$ cat src/rtl/pipe_scheduler.sv
`default_nettype none
// ============================================================================
// Module   : pipe_scheduler
// Purpose  : Owns NUM_PIPES scrolling pipe positions; once per frame it drives
//            pipe_drawer through erase -> move -> redraw and emits a score pulse.
// Revision : 1.0  initial release
// ============================================================================
module pipe_scheduler #(
  parameter int NUM_PIPES = 3,
  parameter int SPACING   = 220,
  parameter int SPEED     = 2,
  parameter int START_X   = 680,
  parameter int MIN_X     = 40,
  parameter int Y_BASE    = 180,
  parameter int RESET_Y   = 300,
  parameter int BIRD_X    = 160
) (
  input  logic        clk,
  input  logic        reset,
  input  logic        frame_start,
  input  logic        run,
  input  logic        draw_done,
  output logic        draw_enable,
  output logic [10:0] pipe_x,
  output logic [10:0] pipe_y,
  output logic        color,
  output logic        busy,
  output logic        frame_done,
  output logic        score_pulse
);

  localparam logic [1:0]  c_LAST     = 2'(NUM_PIPES - 1);
  localparam logic [10:0] c_WRAP_LIM = 11'(MIN_X + SPEED);
  localparam logic [10:0] c_SPEED    = 11'(SPEED);
  localparam logic [10:0] c_WRAP_ADD = 11'(NUM_PIPES * SPACING);
  localparam logic [10:0] c_Y_BASE   = 11'(Y_BASE);
  localparam logic [10:0] c_RESET_Y  = 11'(RESET_Y);
  localparam logic [10:0] c_BIRD_X   = 11'(BIRD_X);
  localparam logic [7:0]  c_SEED     = 8'hA5;

  typedef enum logic [2:0] {
    S_IDLE       = 3'd0,
    S_ERASE_REQ  = 3'd1,
    S_ERASE_WAIT = 3'd2,
    S_MOVE       = 3'd3,
    S_DRAW_REQ   = 3'd4,
    S_DRAW_WAIT  = 3'd5,
    S_FIN        = 3'd6
  } state_t;

  state_t      r_state, w_state_nxt;
  logic [1:0]  r_idx, w_idx_nxt;
  logic [7:0]  r_lfsr, w_lfsr_nxt;
  logic [10:0] r_x [NUM_PIPES];
  logic [10:0] r_y [NUM_PIPES];
  logic [10:0] w_new_x [NUM_PIPES];
  logic [10:0] w_new_y [NUM_PIPES];
  logic        w_score;
  logic        w_req;
  logic [10:0] w_sel_x, w_sel_y;

  // Candidate positions for the MOVE cycle; only non-wrapping pipes can score.
  always_comb begin
    w_score = 1'b0;
    for (int i = 0; i < NUM_PIPES; i++) begin
      if (r_x[i] < c_WRAP_LIM) begin
        w_new_x[i] = r_x[i] - c_SPEED + c_WRAP_ADD;
        w_new_y[i] = c_Y_BASE + 11'(r_lfsr);
      end else begin
        w_new_x[i] = r_x[i] - c_SPEED;
        w_new_y[i] = r_y[i];
        if ((r_x[i] > c_BIRD_X) && (w_new_x[i] <= c_BIRD_X)) begin
          w_score = 1'b1;
        end
      end
    end
  end

  always_comb begin
    w_state_nxt = r_state;
    w_idx_nxt   = r_idx;
    w_lfsr_nxt  = r_lfsr;
    case (r_state)
      S_IDLE: begin
        if (frame_start && run) begin
          w_idx_nxt   = 2'd0;
          w_lfsr_nxt  = {r_lfsr[6:0], r_lfsr[7] ^ r_lfsr[5] ^ r_lfsr[4] ^ r_lfsr[3]};
          w_state_nxt = S_ERASE_REQ;
        end
      end
      S_ERASE_REQ: w_state_nxt = S_ERASE_WAIT;
      S_ERASE_WAIT: begin
        if (draw_done) begin
          if (r_idx == c_LAST) begin
            w_state_nxt = S_MOVE;
          end else begin
            w_idx_nxt   = r_idx + 2'd1;
            w_state_nxt = S_ERASE_REQ;
          end
        end
      end
      S_MOVE: begin
        w_idx_nxt   = 2'd0;
        w_state_nxt = S_DRAW_REQ;
      end
      S_DRAW_REQ: w_state_nxt = S_DRAW_WAIT;
      S_DRAW_WAIT: begin
        if (draw_done) begin
          if (r_idx == c_LAST) begin
            w_state_nxt = S_FIN;
          end else begin
            w_idx_nxt   = r_idx + 2'd1;
            w_state_nxt = S_DRAW_REQ;
          end
        end
      end
      S_FIN:   w_state_nxt = S_IDLE;
      default: w_state_nxt = S_IDLE;
    endcase
  end

  assign w_req = (w_state_nxt == S_ERASE_REQ) || (w_state_nxt == S_DRAW_REQ);

  // The first draw request follows MOVE directly, so it must see the new positions.
  always_comb begin
    w_sel_x = '0;
    w_sel_y = '0;
    for (int i = 0; i < NUM_PIPES; i++) begin
      if (w_idx_nxt == 2'(i)) begin
        w_sel_x = (r_state == S_MOVE) ? w_new_x[i] : r_x[i];
        w_sel_y = (r_state == S_MOVE) ? w_new_y[i] : r_y[i];
      end
    end
  end

  always_ff @(posedge clk or negedge reset) begin
    if (!reset) begin
      r_state <= S_IDLE;
      r_idx   <= 2'd0;
      r_lfsr  <= c_SEED;
    end else begin
      r_state <= w_state_nxt;
      r_idx   <= w_idx_nxt;
      r_lfsr  <= w_lfsr_nxt;
    end
  end

  always_ff @(posedge clk or negedge reset) begin
    if (!reset) begin
      for (int i = 0; i < NUM_PIPES; i++) begin
        r_x[i] <= 11'(START_X + i * SPACING);
        r_y[i] <= c_RESET_Y;
      end
    end else if (r_state == S_MOVE) begin
      for (int i = 0; i < NUM_PIPES; i++) begin
        r_x[i] <= w_new_x[i];
        r_y[i] <= w_new_y[i];
      end
    end
  end

  always_ff @(posedge clk or negedge reset) begin
    if (!reset) begin
      draw_enable <= 1'b0;
      busy        <= 1'b0;
      frame_done  <= 1'b0;
      score_pulse <= 1'b0;
      pipe_x      <= '0;
      pipe_y      <= '0;
      color       <= 1'b0;
    end else begin
      draw_enable <= w_req;
      busy        <= (w_state_nxt != S_IDLE);
      frame_done  <= (w_state_nxt == S_FIN);
      score_pulse <= (r_state == S_MOVE) && w_score;
      if (w_req) begin
        pipe_x <= w_sel_x;
        pipe_y <= w_sel_y;
        color  <= (w_state_nxt == S_DRAW_REQ);
      end
    end
  end

endmodule
`default_nettype wire

$ cat config.mk
export PLATFORM = sky130hd
export DESIGN_NAME = pipe_scheduler
export DESIGN_NICKNAME = d
export VERILOG_FILES = /design/src/rtl/pipe_scheduler.sv
export SDC_FILE = /design/constraint.sdc
export NUM_CORES = 1
export LEC_CHECK = 0
export CORE_MARGIN = 5
export CORE_UTILIZATION = 63
export CTS_BUF_LIST = sky130_fd_sc_hd__clkbuf_8
export DETAILED_ROUTE_END_ITERATION = 12
export MAX_ROUTING_LAYER = met4
export PLACE_DENSITY = 0.83
export SKIP_LAST_GASP = 1
export SLEW_MARGIN = 20
export SYNTH_ARGS = -nofsm -noshare
export SYNTH_HDL_FRONTEND = slang
export SYNTH_SLANG_ARGS = --single-unit
$ cat constraint.sdc
create_clock -name clk -period 3.2 [get_ports clk]
set_clock_uncertainty 0.15 [all_clocks]
set_input_delay 0.64 -clock clk [delete_from_list [all_inputs] [get_ports clk]]
set_output_delay 0.64 -clock clk [all_outputs]
set_load 0.02 [all_outputs]
# Word-level counts from Yosys, hierarchy flattened
# Index checks and enable logic that the tools add are counted.
[totals]
register_bits = 106
in_bits = 5
out_inout_bits = 27
elab_cells = 92
[classes]
n_addsub = 8
n_lt_le_gt_ge = 9
eq_ne = 11
n_mux = 34
bitwise = 3
n_reduce_logical = 11
[ops]
columns = ["op", "n"]
rows = [
  ["11-bit 2-to-1 mux", 18],
  ["11-bit by 10-bit adder with 11-bit output (second input constant)", 3],
  ["11-bit by 8-bit > comparator with 1-bit output (second input constant)", 3],
  ["11-bit by 8-bit <= comparator with 1-bit output (second input constant)", 3],
  ["11-bit by 6-bit < comparator with 1-bit output (second input constant)", 3],
  ["11-bit by 2-bit subtractor with 11-bit output (second input constant)", 3],
  ["3-bit case mux with 6 select lines", 1],
  ["3-bit == test (second input constant)", 4],
  ["2-bit 2-to-1 mux", 5],
  ["8-bit by 8-bit adder with 9-bit output (first input constant)", 1],
  ["3-bit 2-to-1 mux", 3],
  ["3-bit by 1-bit == test with 1-bit output (second input constant)", 2],
  ["3-bit by 2-bit == test with 1-bit output (second input constant)", 2],
  ["1-bit 2-to-1 mux", 6],
  ["2-bit case mux with 3 select lines", 1],
  ["1-bit logical AND", 5],
  ["2-bit == test (second input constant)", 2],
  ["3-bit logical NOT", 1],
  ["3-bit nonzero test", 1],
  ["1-bit bitwise XOR", 3],
  ["2-bit by 1-bit adder with 2-bit output (second input constant)", 1],
  ["2-bit by 1-bit == test with 1-bit output (second input constant)", 1],
  ["2-bit logical NOT", 1],
  ["2-bit AND reduction", 1],
  ["2 further kinds", 2],
]

# Depth between registers and ports, before layout
[logic_depth]
word_depth = 10
depth_mapped = 13
depth_no_buf = 12

# Least setup slack after synthesis
# Ideal clock, no wire load.
[synth_timing]
path_kind = "reg2reg"
startpoint = "register r_x[23] in the netlist's numbering"
endpoint = "register pipe_x[6]"
setup_time_ns = 0.132
t_arrival_ns = 2.351
t_required_ns = 2.918
path_slack_ns = 0.567
stages_incl_launch_ff = 14
n_path_buf = 1
period_less_slack_ns = 2.633
cell_sequence = "dfrtp_1 -> inv_1 -> ha_1 -> clkbuf_2 -> nand2b_1 -> nand2_1 -> ha_1 -> o41ai_1 -> o21ai_0 -> o2bb2ai_1 -> a311oi_1 -> o31ai_1 -> o311ai_1 -> a21oi_1"
[synth_between]
elab_chain_len = 7
elab_cells_between_ends = 8
classes_between = "add/sub (2); order compare (1); mux (5)"
[synth_lines]
columns = ["element", "line", "rtl"]
rows = [
  ["start: declaration", "54", "logic [10:0] r_x [NUM_PIPES];"],
  ["start signal: indexed assignment", "151", "r_x[i] <= 11'(START_X + i * SPACING);"],
  ["start signal: indexed assignment", "156", "r_x[i] <= w_new_x[i];"],
  ["11-bit by 2-bit subtractor with 11-bit output", "67, 70", ""],
  ["11-bit by 10-bit adder with 11-bit output", "67", "w_new_x[i] = r_x[i] - c_SPEED + c_WRAP_ADD;"],
  ["11-bit 2-to-1 mux *", "66", "if (r_x[i] < c_WRAP_LIM) begin"],
  ["11-bit 2-to-1 mux *", "130", "w_sel_x = (r_state == S_MOVE) ? w_new_x[i] : r_x[i];"],
  ["11-bit 2-to-1 mux * (3 in series)", "129", "if (w_idx_nxt == 2'(i)) begin"],
  ["end signal: assignment", "177", "pipe_x <= w_sel_x;"],
  ["end: declaration", "24", "output logic [10:0] pipe_x,"],
]
# Every way passes the cells marked *; elsewhere a longest branch is shown, timed or not.
# A chain may end at the register's enable or synchronous reset.

# Final worst setup path
[layout_timing]
startpoint = "register r_x[1] in the netlist's numbering"
endpoint = "register pipe_x[4]"
[layout_between]
elab_chain_len = 5
elab_cells_between_ends = 6
classes_between = "add/sub (2); order compare (1); mux (3)"
[layout_lines]
columns = ["element", "line"]
rows = [
  ["11-bit by 2-bit subtractor with 11-bit output", "67, 70"],
  ["11-bit by 10-bit adder with 11-bit output", "67"],
  ["11-bit 2-to-1 mux *", "66"],
  ["11-bit 2-to-1 mux *", "130"],
  ["11-bit 2-to-1 mux *", "129"],
]
# Marks and branches as above.

==> impl_metrics.py <==
metrics = {
    "route": {
        "via_per_inst": 6.25,
        "ant_nets": 0,
        "detail_route.iter0.violations": 348,
        "remaining_drc_errors": 0,
        "num_vias": 5271,
        "wl_per_cell_um": 17.8,
        "firstDrtPassIters": 5,
        "routed_wl_um": 15000,
    },
    "timing": {
        "fmax_ghz": 0.331,
        "whs_ns": 0.0433,
        "slew_headroom_pct": 49.1,
        "setup-violations-final": 0,
        "period_needed_ns": 3.02,
        "final.setup.tns_ns": 0,
        "slew_viol_final": 0,
        "rsz0062_at_grt": "no",
        "hold_viol": 0,
        "tightest_slew_ns": 0.764,
        "period_share_pct": 94.3,
    },
    "logic_synthesis": {
        "yosysWarnings": 0,
        "ys.flop_type": "dfrtp_1",
        "netlist.area_leader.share_pct": 29.9,
        "yosysUniqueCellTypes": 84,
        "synth_nets": 705,
        "synth_top_family_by_area": "compound AO/OA/AOI/OAI gates",
        "synth_simple_gate_area_share_pct": 19.5,
        "netlist_instances": 688,
        "yosysMostFrequentCell": "nand2_1",
        "synth_seq_cells": 102,
        "ys_seq_area_share_pct": 41.2,
        "synth_area_um2": 6270,
        "synthAdderAreaFrac_pct": 2.39,
        "synthXorXnorAreaFrac_pct": 5.17,
        "ys_async_sr_fraction_pct": 100,
        "ys_top_cells_by_area": "dfrtp_1 30%, dfstp_2 11%, nand2_1 4.5%, xnor2_1 4.5%, o21ai_0 3.8%",
        "syn_area_per_cell_um2": 9.12,
        "synth_compound_area_share_pct": 19.8,
        "synthMuxAreaShare_pct": 5.98,
        "synth_common_cells": "76 x nand2_1, 75 x dfrtp_1, 48 x o21ai_0",
        "yosysTopAreaCell": "dfrtp_1",
        "synth_edf_count": 0,
    },
    "clock_tree": {
        "cts_num_sinks": 102,
        "ctsHoldBuffers": 0,
        "clockBufferDepth": 2,
        "clk_pin_slew_worst_paths_ns": 0.10,
        "postCtsSetupBuffers": 0,
        "clock_latency_ns": 0.38,
        "cts_tree": "yes",
        "root_buffer": "clkbuf_8",
        "htree_num_levels": 3,
        "numCtsBuffers": 9,
    },
    "cells_and_area": {
        "antennaDiodeCount": 0,
        "fillCellCount": 750,
        "num-nets-final": 722,
        "syn_to_final_growth_pct": 10.6,
        "final_cell_area_um2": 6940,
        "drive_above_1_share_pct": 15.6,
    },
    "floorplan": {
        "die_x_um": 110,
        "fp.dieH_um": 110,
        "io_pins": 32,
        "core_um2": 9730,
        "start_util_pct": 64.5,
        "dieArea_um2": 12100,
        "row_count": 36,
    },
    "critical_path": {
        "path_max_fanout": 8,
        "critPathSlowestCell": "dfrtp_1",
        "crit_path_start_kind": "flop",
        "crit_buf_inv": 1,
        "required_ns": 3.35,
        "worstSetupPathType": "flop to flop",
        "path_delay_family": "compound AO/OA/AOI/OAI gates",
        "path_cells": "inv_1 -> ha_1 -> nor4bb_1 -> and3b_1 -> a2111oi_1 -> o21ai_0 -> xnor2_1 -> a21oi_1 -> a31oi_1",
        "max_stage_delay_ns": 0.50,
        "crit_path_end_kind": "flop",
        "arrival_ns": 3.16,
    },
    "global_routing": {
        "grt_pass1_wl_um": 25100,
        "grt_pass1_vias": 5181,
        "antenna_found_initial": 0,
        "grt_overflow": 0,
        "gr-usage-all-layers_pct": 27.3,
        "grt_max_degree": 70,
    },
    "power_and_ir_drop": {
        "p_leak_uw": 0.00296,
        "cellPowerDensity_nw_per_um2": 996,
        "vdd_drop_max_mv": 0.558,
    },
    "placement": {
        "dp_hpwl_um": 10800,
        "portBuffers": 30,
        "gp_congestion": 0.957,
        "placed_area_um2": 6730,
    },
    "hold_path": {
        "hp-class": "input pin to async pin",
    },
    "outcome": {
        "outcome": "finished, final reports clean",
    },
    "job": {
        "cap_violations": 0,
    },
}
where the power goes:
part | switching [uW] | total [uW] | internal (uW) | leakage (uW)
Combinational | 2080 | 3660 | 1570 | 0.00161
Clock | 482 | 800 | 318 | 0.0000967
Sequential | 607 | 2450 | 1840 | 0.00125
final cells by class:
| class | instances | area (um^2) | share of cell area (%) |
|---|---|---|---|
| multi-input combinational | 499 | 3340 | 48.1 |
| sequential | 102 | 2590 | 37.3 |
| timing repair buffer | 59 | 528 | 7.61 |
| tap | 133 | 166 | 2.40 |
| clock buffer | 10 | 138 | 1.98 |
| inverter | 34 | 128 | 1.84 |
| clock inverter | 6 | 52.6 | 0.758 |
layer usage:
| layer | wire (um) | global-route usage (%) | share of wire, % |
|---|---|---|---|
| met1 | 6200 | 32.9 | 41 |
| met2 | 7450 | 44.6 | 50 |
| met3 | 831 | 4.58 | 5.5 |
| met4 | 538 | 13.2 | 3.6 |
| met5 | 0 | - | 0 |
cells by family (layout without fill, tap and decap cells):
logic type / Yosys count / in the layout
buffers and inverters: 87 / 109
adders and majority gates: 12 / 12
muxes: 35 / 35
AOI/OAI and AO/OA: 185 / 185
DFF: 102 / 102
xor gates and xnor gates: 37 / 37
other: 1 / 1
and+or+nand+nor: 229 / 229
worst paths after layout:
kind | start | end | slack, ns | depth (start not counted)
max | r_x[1]$_DFFE_PN0P_ | pipe_x[4]$_DFFE_PN0P_ | 0.18 | 9
min | reset | color$_DFFE_PN0P_ | 0.04 | 1
max reg2reg | r_x[1]$_DFFE_PN0P_ | pipe_x[4]$_DFFE_PN0P_ | 0.18 | 9
min reg2reg | r_y[20]$_DFFE_PN0P_ | r_y[20]$_DFFE_PN0P_ | 0.34 | 1
max in group asynchronous | reset | r_lfsr[2]$_DFFE_PN1P_ | 2.10 | 2
min in group clk | r_y[20]$_DFFE_PN0P_ | r_y[20]$_DFFE_PN0P_ | 0.34 | 1
per-stage QoR:
stage,utilization (%),worst slack [ns],std cells,power (uW)
2_1_floorplan,-,0.567,688,4980
3_3_place_gp,69.2,0.148,827,5920
3_5_place_dp,69.2,0.0607,827,6070
4_1_cts,71.2,0.117,843,6890
5_1_grt,71.3,0.0357,843,7440
6_report,71.3,0.183,843,6910
flip-flops by register name (all words and copies together), names as in the netlist:
register,cells
busy,1
color,1
draw_enable,1
frame_done,1
pipe_x,10
pipe_y,11
r_idx,2
r_lfsr,8
r_state,3
r_x,30
r_y,33
score_pulse,1
cell usage in the layout (no fill, tap or decap), types with 4 or more instances in the layout:
master,count
a211o_1,5
xor2_1,5
a2bb2oi_1,5
a31oi_1,9
or3_1,8
o21a_1,7
nand2b_1,10
dfrtp_1,75
nor4_1,6
dfstp_2,27
a22oi_1,6
ha_1,12
buf_4,29
o31ai_1,5
inv_1,33
a21oi_1,33
and2_1,8
o211ai_1,11
nor2b_1,9
xnor2_1,32
nand2_1,76
o21ai_0,48
clkbuf_8,10
clkdlybuf4s50_1,29
and3_1,9
mux2_2,20
o21ai_1,5
nor3_1,16
or4_1,6
mux2i_1,15
o31a_1,4
nand3_1,9
nor2_1,37
what timing repair did:
| item | CTS | global route |
|---|---|---|
| gates resized for setup | 0 | 4 |
| hold endpoints to repair | 0 | 0 |
| endpoints found under the setup margin | 0 | 2 |
(Power assumes the default switching activity.)
==> edit 1: new RTL, same flow settings <==
Put one more register stage on the output `pipe_x`, without a reset. The value now appears one clock later. The other outputs are not delayed to match.
--- a/src/rtl/pipe_scheduler.sv
+++ b/src/rtl/pipe_scheduler.sv
@@ -47,6 +47,8 @@
     S_DRAW_WAIT  = 3'd5,
     S_FIN        = 3'd6
   } state_t;
+
+  logic [10:0] pipe_x_s0;
 
   state_t      r_state, w_state_nxt;
   logic [1:0]  r_idx, w_idx_nxt;
@@ -165,7 +167,7 @@
       busy        <= 1'b0;
       frame_done  <= 1'b0;
       score_pulse <= 1'b0;
-      pipe_x      <= '0;
+      pipe_x_s0   <= '0;
       pipe_y      <= '0;
       color       <= 1'b0;
     end else begin
@@ -174,13 +176,17 @@
       frame_done  <= (w_state_nxt == S_FIN);
       score_pulse <= (r_state == S_MOVE) && w_score;
       if (w_req) begin
-        pipe_x <= w_sel_x;
+        pipe_x_s0 <= w_sel_x;
         pipe_y <= w_sel_y;
         color  <= (w_state_nxt == S_DRAW_REQ);
       end
     end
   end
 
+  always_ff @(posedge clk) begin
+    pipe_x <= pipe_x_s0;
+  end
+
 endmodule
 `default_nettype wire
 
Function: changed (a bounded check fails within 4 cycles, from zero or initial values and one cycle with reset low).
==> edit 1 against the original RTL <==
Total power rose by 4.1%. Worst setup slack got worse by 0.058 ns. Critical path depth rose by 3. Sequential cell count rose by 10. Critical endpoint is now pipe_x_s0[6]. Final area rose by 3.0%. Routed wire length rose by 3.9%. Clock power rose by 9.2%. Area after synthesis rose by 3.2%.
==> edit 1: results (changes against the original RTL) <==
The tools report the final worst slack as 0.125 ns (was 0.183 ns). The run finished with clean final reports. The final-stage net count is 730 (was 722), and the number of non-clock buffers is 57 (was 59). The total vias in the final route is 5337 (was 5271). The tools report the placed wire-length estimate after detailed placement as 11.2 mm (was 10.8 mm). The cell internal power dissipation was 3.90 mW (was 3.73 mW). The synthesized instance count was 698 (was 688); the proportion of cell area occupied by registers was 39.0% (was 37.3%).

The tools report the TritonCTS buffer count as 9 (unchanged). The clock-cell share of area works out to 2.91% (was 2.74%). For the post-placement cell area, the log shows 0.00692 mm2 (was 0.00673 mm2). Most common flop cell mapped by yosys: dfrtp_1 (unchanged). The run gives 3.05 nW (was 2.96 nW) as the leakage power. The logs give 3.20 ns (was 3.16 ns) for the arrival time at the worst endpoint and 0.13 ns (was 0.18 ns) for the register-to-register setup slack. The run gives 715 (was 705) as the total nets after synthesis.

The area added between synthesis and finish works out to 10.4% (was 10.6%). The logs give 15.6 mm (was 15.0 mm) for the wire length reported by the detailed router and 0.560 mV (was 0.558 mV) for the worst-case vdd ir drop. The endpoint of the worst-slack reg-to-reg timing path is pipe_x_s0[6] (was pipe_x[4]).

The first-pass detailed-route iteration total is 6 (was 5). The global placement routability congestion came out at 0.970 (was 0.957). The multi-input logic area came out at 0.00334 mm2 (unchanged). The run gives 112 (was 102) as the number of sinks on the clock net. The all-layer global routing usage was 26.7% (was 27.3%). The worst max-slew margin expressed relative to the limit is 56.7% (was 49.1%). The final-layout non-clock buffer area share was 7.18% (was 7.61%); the layout filler cell count was 769 (was 750). The tools report the cell count after placement as 838 (was 827). The clock transition at the register clock pins on the worst setup and hold paths after CTS was 0.12 ns (was 0.10 ns). The run gives 0.00714 mm2 (was 0.00694 mm2) as the final design instance area without fill.

The logs give 389 (was 348) for the iteration-0 DRC count of the detailed router and 53 (was 70) for the largest net degree at the start of global routing. The async set or reset register ratio after synthesis was 91.1% (was 100%). The fraction of layout cells with a size suffix above 1 came out at 15.2% (was 15.6%). The tools report the timing startpoint of the critical path as r_x[23] (was r_x[1]). Most instantiated cells after synthesis: nand2_1 (76), dfrtp_1 (75), o21ai_0 (48), nor2_1 (37) (unchanged). The count of cell types in the netlist is 85 (was 84), and the pre-CTS setup slack is 0.0357 ns (was 0.0607 ns). Global-route wire length before repair: 26.5 mm (was 25.1 mm). The depth of the worst register-to-register path came out at 12 (was 9).
edit 1: changes by cell type after synthesis, sizes merged:
cell / change
dfxtp: +10
buf: +1
clkbuf: -1
edit 1: layer usage:
layer / share of wire (%) / global-route usage (%)
met3: 5.5 / 4.02
met5: 0 / -
met4: 3.0 / 10.3
met2: 50 / 44.6
met1: 42 / 33.0
edit 1: cell families (layout without fill, tap and decap cells):
family	Yosys count	after routing	synth area share [%]
other	1	1	0.0579
adders and majority gates	12	12	2.32
muxes	35	35	5.80
buffers and inverters	87	107	5.68
and+or+nand+nor	229	229	18.9
xor gates and xnor gates	37	37	5.01
DFF	112	112	43.1
AOI/OAI and AO/OA	185	185	19.2
edit 1: power by group through the flow:
stage,sequential [mW],clock (mW),combinational (mW)
finish,2.69,0.874,3.63
global route,2.79,0.941,4.01
CTS,2.67,0.877,3.59
detailed placement,2.70,0,3.56
global placement,2.66,0,3.42
floorplan,2.44,0,2.72
==> edit 2: new RTL, same flow settings <==
Without the edit above. Set the parameter `NUM_PIPES` to 5 (it was 3).
--- a/src/rtl/pipe_scheduler.sv
+++ b/src/rtl/pipe_scheduler.sv
@@ -6,7 +6,7 @@
 // Revision : 1.0  initial release
 // ============================================================================
 module pipe_scheduler #(
-  parameter int NUM_PIPES = 3,
+  parameter int NUM_PIPES = 5,
   parameter int SPACING   = 220,
   parameter int SPEED     = 2,
   parameter int START_X   = 680,
Behaviour: not the same (a bounded check fails within 4 cycles, from zero or initial values and one cycle with reset low).
==> edit 2 against the original RTL <==
Final area up 34%. Sequential cell count up 31. Sequential power up 38%. Clock power up 80%. Largest power group unchanged. Highest routed layer unchanged. Routed wire length up 31%. Area after synthesis up 31%. Worst setup slack better by 0.054 ns. Cell count up 35%. Total power up 41%.
==> edit 2: results (changes against the original RTL) <==
The H-tree level count is 4 (was 3), and the latest clock arrival within the worst-skew pair is 0.47 ns (was 0.38 ns). The final-stage net count was 976 (was 722); the wire length reported by the detailed router was 19.7 mm (was 15.0 mm). Most instantiated cells after synthesis: nand2_1 (103), dfrtp_1 (92), o21ai_0 (83), nor2_1 (65), clkbuf_1 (45) (was nand2_1 (76), dfrtp_1 (75), o21ai_0 (48), nor2_1 (37)). The layout filler cell count is 972 (was 750), and the synthesized-area fraction occupied by ao, oa, aoi and oai cells is 18.6% (was 19.8%). The xor/xnor cell area share of the yosys netlist is 6.73% (was 5.17%). The total met2 wirelength after detailed routing was 9.28 mm (was 7.45 mm); the synthesized instance count was 917 (was 688). First-pass detailed-route iteration total: 8 (was 5).

The largest driver fanout on the critical path works out to 10 (was 8). The part of the Yosys area used for sequential elements is 41.2% (about the same), and the iteration-0 DRC count of the detailed router is 784 (was 348). Slew at the pin closest to its max-slew limit: 0.586 ns (was 0.764 ns). Largest cells by area after synthesis: dfrtp_1 (28%), dfstp_2 (13%), o21ai_0 (5.1%) (was dfrtp_1 (30%), dfstp_2 (11%), nand2_1 (4.5%)). The tools report the part of the total power dissipated in the clock network as 14.8% (was 11.6%). The flow ran to the end, and the final reports show no timing, DRC or antenna violations. The all-layer global routing usage came out at 28.0% (was 27.3%). Worst min-delay path category: flop to flop (was input pin to asynchronous set/reset pin). The logs give 32.6 mm (was 25.1 mm) for the global-route wire length before repair and 3.14 ns (was 3.16 ns) for the arrival time at the worst endpoint. For the hold buffer count at cts, the log shows 1 (was 0).

The post-layout instance count excluding filler cells was 1137 (was 843); the worst-case vdd ir drop was 0.624 mV (was 0.558 mV).
==> edit 2: cell types whose count changed in the layout (fill, tap and decap cells not counted), sizes merged, moves of 17 or more <==
cell,delta
buf,+20
dfrtp,+17
nand2,+28
nor2,+25
o21ai,+35
==> edit 2: final cells by class <==
class | instances | area [um2] | area share, %
Sequential cell | 133 | 3380 | 36.5
Clock buffer | 18 | 248 | 2.67
Inverter | 32 | 120 | 1.30
Multi-Input combinational cell | 688 | 4460 | 48.1
Timing Repair Buffer | 80 | 692 | 7.47
Clock inverter | 14 | 154 | 1.66
Tap cell | 172 | 215 | 2.32
==> edit 2: worst paths after layout <==
path                       slack (ns)         to  depth (start not counted)
min in group asynchronous        0.45    r_x[50]                          2
max in group asynchronous        1.75     r_y[8]                          3
setup / recovery                 0.24  pipe_y[3]                         10
hold reg to reg                  0.33    r_y[25]                          2
hold / removal                   0.33    r_y[25]                          2
setup reg to reg                 0.24  pipe_y[3]                         10
